==> src/rtl/hilo_muldiv_pkg.sv <==
// Shared constants for the HI/LO multiply/divide unit: funct codes, FSM states, op kinds.
package hilo_muldiv_pkg;

  localparam logic [5:0] FunctMthi  = 6'b010001;
  localparam logic [5:0] FunctMtlo  = 6'b010011;
  localparam logic [5:0] FunctMult  = 6'b011000;
  localparam logic [5:0] FunctMultu = 6'b011001;
  localparam logic [5:0] FunctDiv   = 6'b011010;
  localparam logic [5:0] FunctDivu  = 6'b011011;

  localparam logic [1:0] StIdle = 2'd0;
  localparam logic [1:0] StRun  = 2'd1;
  localparam logic [1:0] StFix  = 2'd2;

  typedef enum logic {
    OpMul = 1'b0,
    OpDiv = 1'b1
  } op_kind_e;

endpackage

==> src/rtl/hilo_muldiv_step.sv <==
// One iteration of the shift-add multiplier or restoring divider (combinational).
// The divide path and its ports exist only when HILO_MULDIV_DIV_EN is defined.
module muldiv_step
  import hilo_muldiv_pkg::*;
#(
  parameter int unsigned WIDTH = 32
) (
`ifdef HILO_MULDIV_DIV_EN
  input  op_kind_e           op,
  input  logic [WIDTH:0]     rem,
  output logic [WIDTH:0]     rem_next,
`endif
  input  logic [WIDTH-1:0]   operand,
  input  logic [2*WIDTH-1:0] acc,
  output logic [2*WIDTH-1:0] acc_next
);

  logic [WIDTH:0]     sum;
  logic [2*WIDTH-1:0] mul_next;

  // Multiplier bits leave from acc[0]; the partial product enters from the top.
  always_comb begin
    sum      = {1'b0, acc[2*WIDTH-1:WIDTH]} + (acc[0] ? {1'b0, operand} : '0);
    mul_next = {sum, acc[WIDTH-1:1]};
  end

`ifdef HILO_MULDIV_DIV_EN
  logic [WIDTH+1:0] shifted;
  logic [WIDTH+1:0] diff;
  logic             borrow;

  // acc[WIDTH-1:0] shifts the dividend out at the top and the quotient in at the bottom.
  always_comb begin
    shifted  = {rem, acc[WIDTH-1]};
    diff     = shifted - {2'b00, operand};
    borrow   = diff[WIDTH+1];
    acc_next = mul_next;
    rem_next = rem;
    if (op == OpDiv) begin
      acc_next = {acc[2*WIDTH-1:WIDTH], acc[WIDTH-2:0], ~borrow};
      rem_next = borrow ? shifted[WIDTH:0] : diff[WIDTH:0];
    end
  end
`else
  assign acc_next = mul_next;
`endif

endmodule

==> src/rtl/hilo_muldiv.sv <==
// Iterative multiply/divide unit owning HI/LO. Divide support is built only when
// HILO_MULDIV_DIV_EN is defined; otherwise DIV/DIVU are ignored like unknown functs.
module hilo_muldiv
  import hilo_muldiv_pkg::*;
#(
  parameter int unsigned WIDTH = 32
) (
  input  logic             clk,
  input  logic             rst,
  input  logic             start,
  input  logic             flush,
  input  logic [5:0]       funct,
  input  logic [WIDTH-1:0] a,
  input  logic [WIDTH-1:0] b,
  output logic             busy,
  output logic             done,
  output logic [WIDTH-1:0] hi,
  output logic [WIDTH-1:0] lo
);

  localparam int unsigned     CntW     = $clog2(WIDTH);
  localparam logic [CntW-1:0] LastIter = CntW'(WIDTH - 1);

  logic [1:0]         state_q, state_d;
  logic [CntW-1:0]    cnt_q, cnt_d;
  logic [2*WIDTH-1:0] acc_q, acc_d, acc_next;
  logic [WIDTH-1:0]   opnd_q, opnd_d;
  logic               neg_res_q, neg_res_d;
  logic [WIDTH-1:0]   hi_q, hi_d, lo_q, lo_d;
  logic               done_q, done_d;

  logic               is_mul, is_div, signed_op;
  logic [WIDTH-1:0]   a_mag, b_mag;
  logic [2*WIDTH-1:0] prod;

`ifdef HILO_MULDIV_DIV_EN
  logic [WIDTH:0]     rem_q, rem_d, rem_next;
  op_kind_e           op_q, op_d;
  logic [WIDTH-1:0]   a_q, a_d;
  logic               div_zero_q, div_zero_d;
  logic               neg_rem_q, neg_rem_d;
  logic [WIDTH-1:0]   quo, rmd;

  assign is_div    = (funct == FunctDiv) || (funct == FunctDivu);
  assign signed_op = (funct == FunctMult) || (funct == FunctDiv);
  assign quo       = neg_res_q ? -acc_q[WIDTH-1:0] : acc_q[WIDTH-1:0];
  assign rmd       = neg_rem_q ? -rem_q[WIDTH-1:0] : rem_q[WIDTH-1:0];
`else
  assign is_div    = 1'b0;
  assign signed_op = (funct == FunctMult);
`endif

  assign is_mul = (funct == FunctMult) || (funct == FunctMultu);
  assign a_mag  = (signed_op && a[WIDTH-1]) ? -a : a;
  assign b_mag  = (signed_op && b[WIDTH-1]) ? -b : b;
  assign prod   = neg_res_q ? -acc_q : acc_q;

  muldiv_step #(
    .WIDTH(WIDTH)
  ) u_step (
`ifdef HILO_MULDIV_DIV_EN
    .op      (op_q),
    .rem     (rem_q),
    .rem_next(rem_next),
`endif
    .operand (opnd_q),
    .acc     (acc_q),
    .acc_next(acc_next)
  );

  always_comb begin
    state_d   = state_q;
    cnt_d     = cnt_q;
    acc_d     = acc_q;
    opnd_d    = opnd_q;
    neg_res_d = neg_res_q;
    hi_d      = hi_q;
    lo_d      = lo_q;
    done_d    = 1'b0;
`ifdef HILO_MULDIV_DIV_EN
    rem_d      = rem_q;
    op_d       = op_q;
    a_d        = a_q;
    div_zero_d = div_zero_q;
    neg_rem_d  = neg_rem_q;
`endif
    case (state_q)
      StIdle: begin
        if (start && !flush) begin
          if (funct == FunctMthi) hi_d = a;
          if (funct == FunctMtlo) lo_d = a;
          if (is_mul || is_div) begin
            state_d   = StRun;
            cnt_d     = '0;
            // Multiply iterates over b; divide shifts a (the dividend) through acc.
            acc_d     = {{WIDTH{1'b0}}, is_div ? a_mag : b_mag};
            opnd_d    = is_div ? b_mag : a_mag;
            neg_res_d = signed_op && (a[WIDTH-1] ^ b[WIDTH-1]);
`ifdef HILO_MULDIV_DIV_EN
            rem_d      = '0;
            op_d       = is_div ? OpDiv : OpMul;
            a_d        = a;
            div_zero_d = (b == '0);
            neg_rem_d  = signed_op && a[WIDTH-1];
`endif
          end
        end
      end
      StRun: begin
        if (flush) begin
          state_d = StIdle;
        end else begin
          acc_d = acc_next;
`ifdef HILO_MULDIV_DIV_EN
          rem_d = rem_next;
`endif
          cnt_d = cnt_q + CntW'(1);
          if (cnt_q == LastIter) state_d = StFix;
        end
      end
      StFix: begin
        state_d = StIdle;
        if (!flush) begin
          done_d       = 1'b1;
          {hi_d, lo_d} = prod;
`ifdef HILO_MULDIV_DIV_EN
          if (op_q == OpDiv) begin
            lo_d = div_zero_q ? '1 : quo;
            hi_d = div_zero_q ? a_q : rmd;
          end
`endif
        end
      end
      default: state_d = StIdle;
    endcase
  end

  always_ff @(posedge clk) begin
    if (rst) begin
      state_q   <= StIdle;
      cnt_q     <= '0;
      acc_q     <= '0;
      opnd_q    <= '0;
      neg_res_q <= 1'b0;
      hi_q      <= '0;
      lo_q      <= '0;
      done_q    <= 1'b0;
`ifdef HILO_MULDIV_DIV_EN
      rem_q      <= '0;
      op_q       <= OpMul;
      a_q        <= '0;
      div_zero_q <= 1'b0;
      neg_rem_q  <= 1'b0;
`endif
    end else begin
      state_q   <= state_d;
      cnt_q     <= cnt_d;
      acc_q     <= acc_d;
      opnd_q    <= opnd_d;
      neg_res_q <= neg_res_d;
      hi_q      <= hi_d;
      lo_q      <= lo_d;
      done_q    <= done_d;
`ifdef HILO_MULDIV_DIV_EN
      rem_q      <= rem_d;
      op_q       <= op_d;
      a_q        <= a_d;
      div_zero_q <= div_zero_d;
      neg_rem_q  <= neg_rem_d;
`endif
    end
  end

  assign busy = (state_q != StIdle);
  assign done = done_q;
  assign hi   = hi_q;
  assign lo   = lo_q;

endmodule

==> config.mk <==
export PLATFORM = sky130hd
export DESIGN_NAME = hilo_muldiv
export DESIGN_NICKNAME = d
export VERILOG_FILES = /design/src/rtl/hilo_muldiv_pkg.sv /design/src/rtl/hilo_muldiv_step.sv /design/src/rtl/hilo_muldiv.sv
export SDC_FILE = /design/constraint.sdc
export NUM_CORES = 1
export LEC_CHECK = 0
export BUFFER_PORTS_ARGS = -buffer_cell sky130_fd_sc_hd__clkbuf_2
export CAP_MARGIN = 20
export CELL_PAD_IN_SITES_DETAIL_PLACEMENT = 0
export CELL_PAD_IN_SITES_GLOBAL_PLACEMENT = 2
export CORE_ASPECT_RATIO = 1.25
export CORE_MARGIN = 2
export CORE_UTILIZATION = 38
export CTS_BUF_LIST = sky130_fd_sc_hd__clkbuf_4 sky130_fd_sc_hd__clkbuf_8
export DETAILED_ROUTE_END_ITERATION = 8
export PLACE_DENSITY = 0.85
export RECOVER_POWER = 100
export SYNTH_ARGS = -nofsm -noshare
export SYNTH_HDL_FRONTEND = slang
export SYNTH_HIERARCHICAL = 1
export SYNTH_SLANG_ARGS = --single-unit
export TNS_END_PERCENT = 1
==> constraint.sdc <==
create_clock -name clk -period 7.4 [get_ports clk]
set_input_delay 1.48 -clock clk [delete_from_list [all_inputs] [get_ports clk]]
set_output_delay 1.48 -clock clk [all_outputs]
set_load 0.05 [all_outputs]
==> results by group, run 1 <==
Logic synthesis
  • Synth Cell Area: around 0.012 mm²
  • Syn Nets: 1730
  • Most instantiated cells after synthesis: nand2_1, dfxtp_1, nor2_1
  • Ys async rst share: 0
  • EDFF count, synth: 0
  • Syn Inst Count: 1618
  • Synth Warn #: 6
  • Synth area leaders: dfxtp_1, a21oi_1, nand2_1
  • Syn_area_per_cell: roughly 7.5 µm²
  • Synth Register Bits: 169
  • Synth area leader: dfxtp_1
  • Top FF cell, synth: dfxtp_1
  • Synth top area share: 0.278
  • Top-count cell post-synth: nand2_1
  • Sequential-to-total area share from yosys stat: 0.278
  • Post-synthesis cell type count: 85

Worst setup path
  • R2R depth: 6
  • Critical path class: in -> reg
  • CP Data Required Time: 7.75 ns
  • Crit-path max FO: between 50 and 60
  • Reg2reg start: acc_q[15]
  • CP Capture Type: flip-flop
  • Critical path arrival: 5.11 ns
  • CP startpoint kind: input pin
  • Worst reg2reg setup slack: ~2.7 ns
  • R2R Path End: hi[31]

Detailed routing
  • DRT Pass-1 Iters: 5
  • Vias per inst: roughly 5.8
  • Final wirelength: 44000 µm
  • Remaining DRCs: 0
  • Vias: 12000
  • Routed len/inst: 21.2 µm
  • DRT iter0 DRCs: ~860
  • Remaining antenna violation count after routing: 0

Placed design
  • HPWL after DPL: ~33000 µm
  • RD Place Congestion: about 0.93
  • Number of I/O port buffers: 139

GRT
  • Vias in the first global route: 11600
  • GRT Total Usage: 0.262
  • First-pass GRT wire length: 67400 µm
  • Initial antenna violation count: 0
  • Overflow after GRT: 0
  • Pin count of the biggest net entering global routing: 80

Floorplan
  • I/O pin total: 140
  • Die height: 204 µm
  • Core area: 0.0317 mm²
  • Initial Util: 0.384
  • Die area: between 0.03 and 0.04 mm²
  • Site row count: between 70 and 80
  • Die X: 164 µm

Timing
  • Actual slew at the worst max-slew pin: 2.51 ns
  • Final hold vios: 0
  • Final setup violation count: 0
  • Clk_skew: 0.0196 ns
  • Fin Setup TNS: 0 ns
  • Post-layout min period: 4.75 ns
  • Relative slew slack: -0.673
  • RSZ-0062 raised after global routing: no
  • Fmax: ~0.21 GHz
  • Final cycle utilization of the critical path: 0.642
  • Final Max Slew Viols: 160

Layout
  • Area growth, synth to finish: 7.44%
  • Final nets: 1763
  • Post-layout util: 0.413
  • Layout cell share with drive strength beyond 1: 0.0919
  • # diodes: 0

Power and ir drop
  • Sw Pwr: 0.483 mW
  • Power share of the combinational group: 0.092
  • Clock power frac: 0.407
  • Max rail drop VDD: 0.0824 mV
  • Register share of total power: 0.502
  • Pwr dens: about 140 mW/mm²
  • Switching Share: 0.265
  • Lkg Pwr: about 5.0 nW
  • Cell-internal power: 1.34 mW

CTS
  • Post CTS Setup Buffer Count: 0
  • CTS H-tree depth: 4
  • CTS buffer count: 17
  • Clock Path Buffers: 2
  • # hold bufs at CTS: 0
  • Clk sinks: 169
  • Root Driver: clkbuf_8
  • Clock transition at path regs: 0.09 ns
  • TritonCTS clock tree: yes
  • Post-cts sizing count: 0
  • Skew-Pair Late Insertion Delay: ~0.48 ns

Status
  • Status: complete, but fails checks
  • Failing checks: capacitance limit, slew limit

Min path
  • Worst Hold Path Cells: 2
  • Worst Hold Launch: lo[14]
  • Hold Path Class: reg -> reg
  • Hold Path End: lo[14]

Flow run
  • Max-cap viol count: 4
-- layer usage --
metal,up-vias,share of wire,GRT usage
met2,325,0.50,0.463
li1,5935,-,-
met3,92,0.039,0.0282
met1,5690,0.41,0.316
met4,0,0.048,0.124
met5,-,0,0
-- stage by stage --
stage	power, mW	setup WS (ns)	hold slack [ns]	cell area, µm²	instances
global route	1.89	2.52	0.482	13100	2076
floorplan	1.03	3.78	0.432	12200	1618
finish	1.82	2.65	0.460	13100	2076
global placement	1.11	3.39	0.441	12900	2044
CTS	1.84	3.83	0.461	13300	2076
detailed placement	1.11	3.31	0.449	12900	2044
-- flip-flops by register name, summed over array words and instances (netlist names) --
name       count
done           1
lo            32
cnt_q          5
acc_q         64
opnd_q        32
state_q        2
neg_res_q      1
hi            32
-- power by group through the flow --
stage	Combinational, mW	Clock (mW)	Sequential, mW
finish	0.167	0.742	0.915
global route	0.180	0.794	0.916
global placement	0.171	0	0.936
detailed placement	0.171	0	0.937
floorplan	0.0965	0	0.938
CTS	0.171	0.754	0.915
-- critical path, stage by stage --
cell	delay (ns)
clkbuf_1	0.64
nor2_1	0.39
o21ai_4	0.12
clkbuf_1	1.78
a31oi_1	0.34
a21oi_1	0.26
nor2_1	0.06
-- area by class of cell --
cell class	instances	area [µm²]
timing repair buffer	156	724
clock buffer	23	304
sequential	169	3380
multi-input combinational	1288	7950
tap	412	515
inverter	19	71.3
fill	3392	18600
clock inverter	9	139
-- cell families (layout without fill, tap and decap cells) --
group,after synthesis,count (layout),share of synthesized area
and+or+nand+nor,632,632,0.256
AOI/OAI and AO/OA,478,478,0.262
DFF,169,169,0.278
buffers and inverters,161,207,0.0625
xor gates and xnor gates,130,130,0.0935
adders and majority gates,38,38,0.0397
muxes,10,10,0.00832
-- placed cells by master, fill, tap and decap left out, drive strengths merged, types with 9 or more instances in the layout --
cell type and count:
a211o 11, a211oi 53, a21o 23, a21oi 149
a31oi 28, and2 36, buf 14, clkbuf 165
dfxtp 169, ha 37, inv 19, mux2i 9
nand2 179, nand3 76, nand4 10, nor2 166
nor3 32, nor4 29, o211ai 14, o21ai 86
o31ai 30, o41ai 21, or2 14, or3 33
or4 19, xnor2 61, xor2 69
-- worst max path at each step --
| stage | endpoint | startpoint | cells after the start | slack (ns) |
|---|---|---|---|---|
| finish | lo[9] | flush | 7 | 2.65 |
| global route | hi[25] | rst | 8 | 2.52 |
| CTS | opnd_q[28] | a[9] | 7 | 3.83 |
| detailed placement | opnd_q[28] | a[9] | 7 | 3.31 |
| global placement | opnd_q[26] | a[9] | 7 | 3.39 |
| floorplan | opnd_q[27] | a[10] | 7 | 3.78 |
No activity file was read; power rests on OpenSTA's default activity.
==> run 2: changes to the inputs <==
Settings changed: CORE_UTILIZATION 38 to 32, PLACE_DENSITY 0.85 to 0.76.
Clock period 7.4 ns to 4.1 ns, I/O delays scaled along.
==> results by group, run 2 (synthesis gave the netlist of run 1 again) <==
Status
  • Status: complete, but fails checks
  • Failing checks: capacitance limit, slew limit

GRT
  • Initial antenna violation count: 1 (+1)
  • First-pass GRT wire length: 71500 µm (+6.0%)
  • Pin count of the biggest net entering global routing: 63 (-21%)
  • GRT Total Usage: 0.237 (-0.0258)
  • Overflow after GRT: 0 (unchanged)
  • Vias in the first global route: 11600 (-0.0086%)

Floorplan
  • Initial Util: 0.326 (-0.0583)
  • Die area: 0.0396 mm² (+18%)
  • Die X: 178 µm (+8.8%)
  • Die height: 222 µm (+8.8%)
  • Core area: 0.0374 mm² (+18%)
  • Site row count: 79 (+8.2%)
  • I/O pin total: 140 (unchanged)

Timing
  • Worst hold margin: 0.462 ns (+0.00275 ns)
  • Final cycle utilization of the critical path: 0.888
  • Final setup violation count: 0 (unchanged)
  • Relative slew slack: -0.443 (+0.229)
  • Fmax: 0.275 GHz
  • Actual slew at the worst max-slew pin: 2.16 ns (-0.348 ns)
  • Final hold vios: 0 (unchanged)
  • Clk_skew: 0.0215 ns (+0.00189 ns)
  • Post-layout min period: 3.64 ns
  • RSZ-0062 raised after global routing: no
  • Final Max Slew Viols: 68 (-57%)
  • Fin Setup TNS: 0 ns (unchanged)

Placed design
  • HPWL after DPL: 36100 µm (+8.4%)
  • Number of I/O port buffers: 139 (unchanged)
  • RD Place Congestion: 0.879 (-5.4%)

Detailed routing
  • DRT Pass-1 Iters: 6 (+1)
  • Routed len/inst: 21.8 µm (+2.9%)
  • Final wirelength: 47200 µm (+7.4%)
  • Remaining antenna violation count after routing: 0 (unchanged)
  • Vias: 12100 (+0.61%)
  • Vias per inst: 5.59 (-3.6%)
  • DRT iter0 DRCs: 924 (+7.1%)
  • Remaining DRCs: 0 (unchanged)

Layout
  • Largest register FFs: 64 (unchanged)
  • Most common cell after layout, fill and taps aside: nand2_1
  • Layout cell share with drive strength beyond 1: 0.104 (+0.0123)
  • Biggest register: acc_q
  • Area growth, synth to finish: 9.52%
  • Most frequent cells in the layout: nand2_1, dfxtp_1, nor2_1, a21oi_1, o21ai_0
  • Final nets: 1778 (+0.85%)

Power and ir drop
  • Pwr dens: 251 mW/mm² (+80%)
  • Max rail drop VDD: 0.196 mV (+140%)
  • Lkg Pwr: 5.12 nW (+2.0%)

Min path
  • Hold Path End: lo[20]
  • Worst Hold Path Cells: 2 (unchanged)
  • Worst Hold Launch: lo[20]
  • Hold Path Class: reg -> reg

Worst setup path
  • CP Capture Type: flip-flop
  • CP startpoint kind: flip-flop
  • CP Cell Sequence: clkbuf_2, or4_1, nor4_1, clkbuf_1, a41oi_1, xor2_1, o21ai_0, a21oi_1
  • Critical path arrival: 4.09 ns (-1.02 ns)
  • Slowest cell on crit path: or4_1
  • CP Data Required Time: 4.55 ns (-3.20 ns)
  • Critical path class: reg -> reg
  • Critical Path Start: acc_q[0]
  • R2R depth: 8 (+2)
  • R2R Path End: lo[31]
  • Worst reg2reg setup slack: 0.46 ns (-2.25 ns)
  • Critical path's largest stage delay: 0.72 ns (-1.06 ns)
  • Crit-path max FO: 36 (-38%)
  • Reg2reg start: acc_q[0]

CTS
  • Post-cts sizing count: 0 (unchanged)
  • CTS H-tree depth: 4 (unchanged)
  • Root Driver: clkbuf_8
  • CTS buffer count: 17 (unchanged)
  • TritonCTS clock tree: yes
  • Post CTS Setup Buffer Count: 0 (unchanged)
  • Clk sinks: 169 (unchanged)
  • # hold bufs at CTS: 0 (unchanged)
  • Clock transition at path regs: 0.11 ns (+0.02 ns)
  • Clock Path Buffers: 2 (unchanged)
  • Skew-Pair Late Insertion Delay: 0.53 ns (+0.05 ns)

Flow run
  • Max-cap viol count: 3 (-1)
-- run 2: cell types whose count changed in the layout (fill, tap and decap cells not counted), moves of 2 or more --
cell	delta
o21ai_1	+2
inv_6	+4
clkinvlp_4	-2
inv_8	+5
clkbuf_4	-2
buf_4	+10
clkbuf_1	-2
o21ai_4	-2
clkbuf_2	+5
a21oi_1	-2
buf_12	+2
a21oi_2	+2
clkbuf_8	-4
-- run 2: per-layer routing --
layer  track usage  part of all wire  vias to the layer above
li1              -                 -                     5962
met1         0.286              0.42                     5783
met2         0.420              0.50                      303
met3        0.0266             0.036                       67
met4        0.0978             0.038                        0
met5             0                 0                        -
-- run 2: final cells by class --
type / instances / area [µm²]
Clock buffer: 17 / 234
Inverter: 19 / 71.3
Tap cell: 486 / 608
Antenna cell: 1 / 2.50
Timing Repair Buffer: 171 / 857
Clock inverter: 15 / 206
Fill cell: 4094 / 24000
Multi-Input combinational cell: 1288 / 7980
Sequential cell: 169 / 3380
-- run 2: per-stage QoR --
stage          power, mW   util  std cells  worst slack [ns]  instance area, µm²
6_report            3.34  0.357       2166             0.461               13300
5_1_grt             3.46  0.357       2166             0.233               13300
2_1_floorplan       1.87      -       1618              1.14               12200
4_1_cts             3.39  0.363       2165             0.791               13600
3_5_place_dp        2.00  0.351       2133             0.759               13100
3_3_place_gp        2.00  0.351       2133             0.777               13100
-- run 2: critical path, delay by kind of cell (launching register included) --
family,cells,cell delay (ns)
flops,1,0.32
compound gates,3,0.55
xor+xnor,1,0.42
buf+inv,2,1.03
simple gates,2,1.25
-- run 2: how the worst max path moves through the flow --
stage                       endpoint  slack [ns]  cells after the start
after floorplan           opnd_q[27]        1.14                      7
after global placement    opnd_q[29]        0.78                      7
after detailed placement  opnd_q[25]        0.76                      7
after CTS                     hi[14]        0.79                      8
after global routing          lo[29]        0.23                      8
final                         lo[31]        0.46                      8
-- run 2: report_power, final --
part	switching, mW	internal [mW]	total [mW]
Sequential	0.00619	1.65	1.65
Clock	0.756	0.631	1.39
Combinational	0.211	0.0951	0.306
==> run 3: changes to the inputs <==
Settings changed: SLEW_MARGIN set to 30, SYNTH_HIERARCHICAL 1 to not set.
==> results by group, run 3 <==
Power and ir drop
  • Max rail drop VDD: 0.183 mV (-6.8%)
  • Clock power frac: 0.382 (-0.033)
  • Sw Pwr: 0.979 mW (+0.68%)
  • Register share of total power: 0.524 (+0.030)
  • Pwr dens: 244 mW/mm² (-2.7%)
  • Cell-internal power: 2.18 mW (-8.1%)
  • Power share of the combinational group: 0.094 (+0.003)
  • Lkg Pwr: 5.00 nW (-2.3%)
  • Switching Share: 0.310 (+0.0192)

CTS
  • TritonCTS clock tree: yes
  • Clock Path Buffers: 2 (unchanged)
  • Skew-Pair Late Insertion Delay: 0.52 ns (about the same)
  • # hold bufs at CTS: 0 (unchanged)
  • Post-cts sizing count: 0 (unchanged)
  • Post CTS Setup Buffer Count: 0 (unchanged)
  • CTS buffer count: 17 (unchanged)
  • Clk sinks: 169 (unchanged)
  • Root Driver: clkbuf_8
  • Clock transition at path regs: 0.11 ns (about the same)
  • CTS H-tree depth: 4 (unchanged)

Placed design
  • Placement Setup Slack: 0.707 ns (-0.0518 ns)
  • RD Place Congestion: 0.913 (+3.9%)
  • Number of I/O port buffers: 139 (unchanged)
  • HPWL after DPL: 36100 µm (about the same)

Detailed routing
  • Final wirelength: 45900 µm (-2.8%)
  • Vias per inst: 5.55 (-0.79%)
  • DRT Pass-1 Iters: 5 (-1)
  • Vias: 11700 (-3.3%)
  • Routed len/inst: 21.7 µm (-0.28%)
  • Remaining DRCs: 0 (unchanged)
  • Remaining antenna violation count after routing: 0 (unchanged)
  • DRT iter0 DRCs: 828 (-10%)

Timing
  • Clk_skew: 0.0252 ns (+0.00374 ns)
  • Final cycle utilization of the critical path: 0.858 (-0.0300)
  • Final setup violation count: 0 (unchanged)
  • RSZ-0062 raised after global routing: no
  • Setup ws final: 0.584 ns (+0.123 ns)
  • Final hold vios: 0 (unchanged)
  • Final Max Slew Viols: 87 (+28%)
  • Fin Setup TNS: 0 ns (unchanged)
  • Post-layout min period: 3.52 ns (-0.123 ns)
  • Actual slew at the worst max-slew pin: 2.07 ns (-0.0890 ns)
  • Fmax: 0.284 GHz (+3.5%)
  • Relative slew slack: -0.384 (+0.0595)

Min path
  • Worst Hold Launch: opnd_q[0]
  • Hold Path End: opnd_q[0]
  • Worst Hold Path Cells: 2 (unchanged)
  • Hold Path Class: reg -> reg

Layout
  • Layout cell share with drive strength beyond 1: 0.0974 (-0.00680)
  • Area growth, synth to finish: 11.6%
  • Most frequent cells in the layout: nor2_1, dfxtp_1, a21oi_1, nand2_1, xor2_1
  • Final nets: 1731 (-2.6%)
  • Biggest register: acc_q
  • Largest register FFs: 64 (unchanged)
  • Most common cell after layout, fill and taps aside: nor2_1
  • # fillers: 3952 (-3.5%)
  • Post-layout util: 0.359 (+0.00235)
  • # diodes: 0 (-1)

Logic synthesis
  • Ys async rst share: 0 (unchanged)
  • Syn Inst Count: 1535 (-5.1%)
  • Top-count cell post-synth: nor2_1
  • Post-synthesis cell type count: 73 (-14%)
  • Sequential-to-total area share from yosys stat: 0.292 (+0.0138)
  • Top FF cell, synth: dfxtp_1
  • Synth top area share: 0.292 (+0.0138)
  • Syn Nets: 1647 (-4.8%)
  • Synth Register Bits: 169 (unchanged)
  • Synth area leader: dfxtp_1
  • Synth Cell Area: 0.0116 mm² (-4.7%)
  • Synth area leaders: dfxtp_1, nor2_1, xor2_1
  • Syn_area_per_cell: 7.56 µm² (+0.40%)
  • EDFF count, synth: 0 (unchanged)
  • Most instantiated cells after synthesis: nor2_1, dfxtp_1, a21oi_1
  • Synth Warn #: 0 (-6)

Worst setup path
  • Critical path arrival: 3.97 ns (-0.12 ns)
  • Reg2reg start: state_q[1]
  • CP Capture Type: flip-flop
  • CP most frequent cell: nor2_1
  • Worst reg2reg setup slack: 0.58 ns (+0.12 ns)
  • R2R depth: 5 (-3)
  • Slowest cell on crit path: nor2b_1
  • Critical path class: reg -> reg
  • CP Cell Sequence: nor2b_1, nor2_1, a211oi_1, a21oi_1, nor2_1
  • CP Data Required Time: 4.55 ns (about the same)
  • CP startpoint kind: flip-flop
  • R2R Path End: lo[2]
  • Crit-path max FO: 25 (-31%)
  • Critical path's largest stage delay: 1.61 ns (+0.89 ns)

Floorplan
  • Site row count: 78 (-1.3%)
  • Core area: 0.0360 mm² (-3.6%)
  • Die X: 174 µm (-2.4%)
  • Initial Util: 0.322 (-0.00382)
  • Die area: 0.0378 mm² (-4.7%)
  • Die height: 217 µm (-2.4%)
  • I/O pin total: 140 (unchanged)

GRT
  • Pin count of the biggest net entering global routing: 87 (+38%)
  • Overflow after GRT: 0 (unchanged)
  • Vias in the first global route: 11200 (-3.8%)
  • Initial antenna violation count: 0 (-1)
  • First-pass GRT wire length: 68600 µm (-3.9%)
  • GRT Total Usage: 0.240 (+0.00293)

Status
  • Failing checks: capacitance limit, slew limit
  • Status: complete, but fails checks

Flow run
  • Max-cap viol count: 2 (-1)
[run 3: metal layers]
layer | wire, µm | global-route usage | up-vias
li1 | - | - | 5785
met1 | 19100 | 0.279 | 5625
met2 | 23600 | 0.441 | 244
met3 | 1330 | 0.0274 | 66
met4 | 1860 | 0.101 | 0
met5 | 0 | 0 | -
[run 3: through the flow]
| step | area, µm² | hold WS [ns] | instances | total power, mW |
|---|---|---|---|---|
| floorplan | 11600 | 0.432 | 1535 | 1.84 |
| global placement | 12700 | 0.444 | 2080 | 1.99 |
| detailed placement | 12700 | 0.450 | 2080 | 1.99 |
| CTS | 13100 | 0.466 | 2112 | 3.19 |
| global route | 12900 | 0.495 | 2112 | 3.27 |
| finish | 12900 | 0.467 | 2112 | 3.16 |
[run 3: power by group through the flow]
stage	Combinational (mW)	Sequential [mW]	Clock, mW
after floorplan	0.151	1.69	0
after global placement	0.297	1.69	0
after detailed placement	0.298	1.69	0
after CTS	0.298	1.65	1.24
after global routing	0.323	1.66	1.29
final	0.298	1.65	1.21
[run 3: critical path, delay by kind of cell (launching register included)]
| family | cells | cell delay [ns] |
|---|---|---|
| flip-flops | 1 | 0.58 |
| AO/OA/AOI/OAI | 2 | 0.80 |
| AND/OR/NAND/NOR | 3 | 2.07 |
[run 3: how the worst max path moves through the flow]
stage                from          to  depth (start not counted)
2_1_floorplan    acc_q[0]   acc_q[61]                         13
3_3_place_gp        a[15]  opnd_q[26]                          7
3_5_place_dp        a[15]  opnd_q[26]                          7
4_1_cts          acc_q[0]   acc_q[62]                         10
5_1_grt        state_q[1]       lo[2]                          5
6_report       state_q[1]       lo[2]                          5
[run 3: logic make-up after synthesis]
family | count (synthesis) | synth area share
AOI/OAI and AO/OA | 472 | 0.270
xor gates and xnor gates | 129 | 0.0974
adders and majority gates | 38 | 0.0416
buffers and inverters | 131 | 0.0483
DFF | 169 | 0.292
muxes | 7 | 0.00604
and+or+nand+nor | 589 | 0.245
[run 3: final cells by class]
class,instances,area [µm²],area share
Timing Repair Buffer,171,833,0.0644
Clock inverter,15,126,0.00977
Inverter,25,93.8,0.00725
Sequential cell,169,3380,0.262
Multi-Input combinational cell,1235,7670,0.593
Clock buffer,17,234,0.0181
Tap cell,480,601,0.0464
